$ cat src/rtl/uart_rx_ctrl.sv
// UART receive frame controller: start detection, 3-sample majority vote at mid-bit,
// and start/parity/stop checking for one 8-bit character with optional parity.
module uart_rx_ctrl (
   input  logic       CLK,
   input  logic       RST,
   input  logic       RX_IN,
   input  logic [5:0] Prescale,
   input  logic       PAR_EN,
   input  logic       PAR_TYP,
   output logic [5:0] edge_cnt,
   output logic       deser_en,
   output logic       sample_bit,
   output logic       data_valid,
   output logic       par_err,
   output logic       stp_err
);

   typedef enum logic [2:0] {IDLE, START, DATA, PARITY, STOP} state_t;

   state_t     state_reg;
   logic [3:0] bit_cnt_reg;
   logic       samp0_reg;
   logic       samp1_reg;
   logic       par_acc_reg;
   logic       par_en_reg;
   logic       par_typ_reg;

   logic [5:0] half;
   logic [5:0] mid_lo;
   logic [5:0] mid_hi;
   logic [5:0] edge_last;
   logic       bit_end;
   logic       vote;

   assign half      = {1'b0, Prescale[5:1]};
   assign mid_lo    = half - 6'd1;
   assign mid_hi    = half + 6'd1;
   assign edge_last = Prescale - 6'd1;
   assign bit_end   = (edge_cnt == edge_last);
   // Third sample is taken live on the voting cycle itself.
   assign vote      = (samp0_reg & samp1_reg) | (samp0_reg & RX_IN) | (samp1_reg & RX_IN);
   assign deser_en  = (state_reg == DATA);

   always_ff @(posedge CLK or negedge RST) begin
      if (!RST) begin
         state_reg   <= IDLE;
         bit_cnt_reg <= 4'd0;
         edge_cnt    <= 6'd0;
         samp0_reg   <= 1'b0;
         samp1_reg   <= 1'b0;
         par_acc_reg <= 1'b0;
         par_en_reg  <= 1'b0;
         par_typ_reg <= 1'b0;
         sample_bit  <= 1'b0;
         data_valid  <= 1'b0;
         par_err     <= 1'b0;
         stp_err     <= 1'b0;
      end else begin
         data_valid <= 1'b0;

         if (state_reg != IDLE) begin
            if (edge_cnt == mid_lo) samp0_reg  <= RX_IN;
            if (edge_cnt == half)   samp1_reg  <= RX_IN;
            if (edge_cnt == mid_hi) sample_bit <= vote;
         end

         case (state_reg)
            IDLE: begin
               edge_cnt    <= 6'd0;
               bit_cnt_reg <= 4'd0;
               // The detection cycle itself is edge 0 of the start bit.
               if (!RX_IN) begin
                  state_reg   <= START;
                  edge_cnt    <= 6'd1;
                  par_en_reg  <= PAR_EN;
                  par_typ_reg <= PAR_TYP;
                  par_err     <= 1'b0;
                  stp_err     <= 1'b0;
               end
            end

            default: begin
               if (bit_end) begin
                  edge_cnt    <= 6'd0;
                  bit_cnt_reg <= bit_cnt_reg + 4'd1;
               end else begin
                  edge_cnt    <= edge_cnt + 6'd1;
               end

               case (state_reg)
                  START: begin
                     if (bit_end) begin
                        if (sample_bit) begin
                           state_reg   <= IDLE;
                           bit_cnt_reg <= 4'd0;
                        end else begin
                           state_reg   <= DATA;
                           par_acc_reg <= 1'b0;
                        end
                     end
                  end

                  DATA: begin
                     if (bit_end) begin
                        par_acc_reg <= par_acc_reg ^ sample_bit;
                        if (bit_cnt_reg == 4'd8) begin
                           state_reg <= par_en_reg ? PARITY : STOP;
                        end
                     end
                  end

                  PARITY: begin
                     if (bit_end) begin
                        par_err   <= par_acc_reg ^ sample_bit ^ par_typ_reg;
                        state_reg <= STOP;
                     end
                  end

                  STOP: begin
                     if (bit_end) begin
                        stp_err     <= ~sample_bit;
                        data_valid  <= sample_bit & ~par_err;
                        state_reg   <= IDLE;
                        bit_cnt_reg <= 4'd0;
                     end
                  end

                  default: ;
               endcase
            end
         endcase
      end
   end

endmodule

$ cat config.mk
export PLATFORM = sky130hd
export DESIGN_NAME = uart_rx_ctrl
export DESIGN_NICKNAME = d
export VERILOG_FILES = /design/src/rtl/uart_rx_ctrl.sv
export SDC_FILE = /design/constraint.sdc
export NUM_CORES = 1
export LEC_CHECK = 0
export BUFFER_PORTS_ARGS = -buffer_cell sky130_fd_sc_hd__buf_2
export CORE_MARGIN = 2
export CORE_UTILIZATION = 45
export CTS_CLUSTER_DIAMETER = 60
export CTS_CLUSTER_SIZE = 10
export DETAILED_ROUTE_END_ITERATION = 6
export PLACE_DENSITY = 0.64
export SYNTH_ARGS = -nofsm -noshare
export SYNTH_HDL_FRONTEND = slang
export SYNTH_SLANG_ARGS = --single-unit
export TNS_END_PERCENT = 10
$ cat constraint.sdc
create_clock -name CLK -period 3.7 [get_ports CLK]
set_input_delay 0.37 -clock CLK [delete_from_list [all_inputs] [get_ports CLK]]
set_output_delay 0.37 -clock CLK [all_outputs]
set_load 0.05 [all_outputs]
==> impl_metrics.ini <==
[cts]
cts_resized = 0
clock-root-buffer = clkbuf_8
cts_sinks = 22
clk_latency_ns = 0.27
cts_buffer_depth = 2
hold_buffers = 0
clkTransAtPathRegs_ns = 0.08
cts_inserted_buffers = 3
cts_tree = yes
htree_levels = 1
post_cts_buffers = 0

[layout]
n_fill_cell = 370
drive_gt1_frac = 0.192
num-nets-final = 229
diodes = 0
layout_common_cells = dfrtp_1, buf_2, nand2_1
final_common_cell = dfrtp_1
largest_reg_flops = 6
area_growth_syn_to_layout_pct = 5.80
ff_latch_area_um2 = 551
multi_input_area_um2 = 1110
post_layout_nonfiller_instances = 258

[worst_setup_path]
arrival_ns = 2.57
crit_top_cell = ha_1
worst_path_largest_cell_delay_ns = 0.32
worst_setup_path_end_kind = flop
cp_cell_sequence = buf_2 > inv_1 > ha_1 > nor3b_2 > a21oi_1 > o211ai_2 > nor2_4 > inv_2 > ha_1 > o21ai_0 > a2bb2oi_1 > o311ai_1
cp_max_fo = 11
worstSetupPathType = input pin to flop
crit_path_start_kind = input pin
cp.required_ns = 3.85
slowest_stage = ha_1

[route]
drc = 0
ant_nets = 0
wl_um = 3800
via_per_inst = 5.59
drtPass1Iterations = 4
vias = 1442
first_iter_violations = 61
wl_per_cell_um = 14.7

[yosys]
synthCells = 198
yosys_warnings = 0
ys_seq_elements = 22
synth_area_um2 = 1810
synth-main-ff-cell = dfrtp_1
syn_nets = 217
avgSynthCellArea_um2 = 9.15
seq_area_frac_synth = 0.304
async_flop_share = 1.00
synth_edf_count = 0
synth_cell_types = 56

[power_and_ir_drop]
p_int_mw = 0.594
pwr-share-seq = 0.359
pwr_density_cell_nw_per_um2 = 608
comb_power_share = 0.513
p_leak_nw = 0.828
power_switching_mw = 0.572
clockPowerShare = 0.128
swShare = 0.490
ir_drop_uv = 405

[die]
rows = 23
core_um2 = 3940
die_y_um = 67.5
die_w_um = 67.5
ios = 22
initial_utilization = 0.460
fp.dieArea_um2 = 4550

[sta]
max_slew.worst_pin.slew_ns = 0.987
min_period_ns = 2.42
finalHoldViolations = 0
finalSetupViolCount = 0
slew-limit-headroom = 0.337
final.setup_skew_ns = 0.0145
grt_setup_unrepaired = false
fin_tns_setup_ns = 0
slew_violations = 0
fmax_ghz = 0.413
fin_crit_sh = 0.654

[grt]
grt_usage = 0.182
antenna_found_initial = 0
first_global_vias = 1316
grt_overflow = 0
grt_pass1_wl_um = 6260
grt_start_max_net_pins = 23

[status]
status = completed

[placed_design]
placed_cells = 255
hpwl_um = 2800
port_buffers = 21
place.gp.congestion = 0.797

[worst_hold_path]
hold_class = input pin to asynchronous set/reset pin

[run]
cap_violations = 0
-- kinds of logic after synthesis --
logic type / after synthesis / share of synthesized area
AO/OA/AOI/OAI: 36 / 0.155
XOR/XNOR: 26 / 0.138
adder cells (fa/ha/maj): 9 / 0.0608
buffers and inverters: 26 / 0.0822
flip-flops: 22 / 0.304
multiplexers: 5 / 0.0304
AND/OR/NAND/NOR: 74 / 0.230
-- power groups by stage --
stage               combinational [mW]  sequential (mW)  clock (mW)
floorplan                        0.438            0.425           0
global placement                 0.597            0.423           0
detailed placement               0.593            0.421           0
CTS                              0.598            0.417       0.155
global route                     0.660            0.429       0.164
finish                           0.598            0.418       0.149
-- metal layers --
layer  part of all wire  track usage
met2               0.48        0.307
met3              0.035       0.0300
met5                  0            0
met1               0.48        0.246
met4             0.0047       0.0383
-- critical path, delay by kind of cell --
family          cells  cell delay, ns
fa+ha+maj           2            0.55
compound gates      5            0.79
simple gates        2            0.47
buf+inv             3            0.38
-- cells in the mapped netlist (all sizes together) (2+ instances only) --
library cell | number | share of area
dfrtp | 22 | 0.30
nand2 | 14 | 0.029
xnor2 | 14 | 0.072
inv | 12 | 0.025
nor2 | 12 | 0.029
nor3 | 12 | 0.036
xor2 | 12 | 0.066
buf | 11 | 0.051
ha | 8 | 0.055
nand3 | 8 | 0.025
a21oi | 6 | 0.017
o21ai | 6 | 0.017
and3 | 5 | 0.017
nand2b | 5 | 0.017
a31oi | 4 | 0.014
mux2 | 4 | 0.025
nand4 | 4 | 0.014
nor3b | 4 | 0.019
a21boi | 3 | 0.015
clkbuf | 3 | 0.0062
o311ai | 3 | 0.015
o31ai | 3 | 0.023
a41oi | 2 | 0.0097
nand3b | 2 | 0.0083
nor2b | 2 | 0.0069
nor4 | 2 | 0.010
nor4b | 2 | 0.0097
-- final cells by class --
cell class | instances | share of cell area
inverters | 12 | 0.0235
clock buffers | 3 | 0.0215
multi-input cells | 150 | 0.580
flip-flops and latches | 22 | 0.287
well taps | 50 | 0.0326
repair buffers | 21 | 0.0548
-- metrics by stage --
step	worst slack, ns	hold WS [ns]	power (mW)	util	cell area, µm²
floorplan	1.34	0.0744	0.863	-	1810
global placement	1.13	0.372	1.02	0.476	1880
detailed placement	1.04	0.371	1.01	0.476	1880
CTS	1.31	0.0784	1.17	0.486	1920
global route	1.13	0.109	1.25	0.486	1920
finish	1.28	0.0544	1.17	0.486	1920
-- final timing paths --
| check | from | end | slack, ns | depth (start not counted) |
|---|---|---|---|---|
| hold / removal | RST | state_reg[2] | 0.05 | 1 |
| max in group asynchronous | RST | par_err | 3.29 | 1 |
| hold reg to reg | par_err | data_valid | 0.48 | 1 |
| setup reg to reg | edge_cnt[2] | bit_cnt_reg[0] | 1.32 | 9 |
| min in group CLK | PAR_EN | par_en_reg | 0.35 | 2 |
| setup / recovery | Prescale[2] | bit_cnt_reg[0] | 1.28 | 12 |
Power figures use the tool's default switching activity.
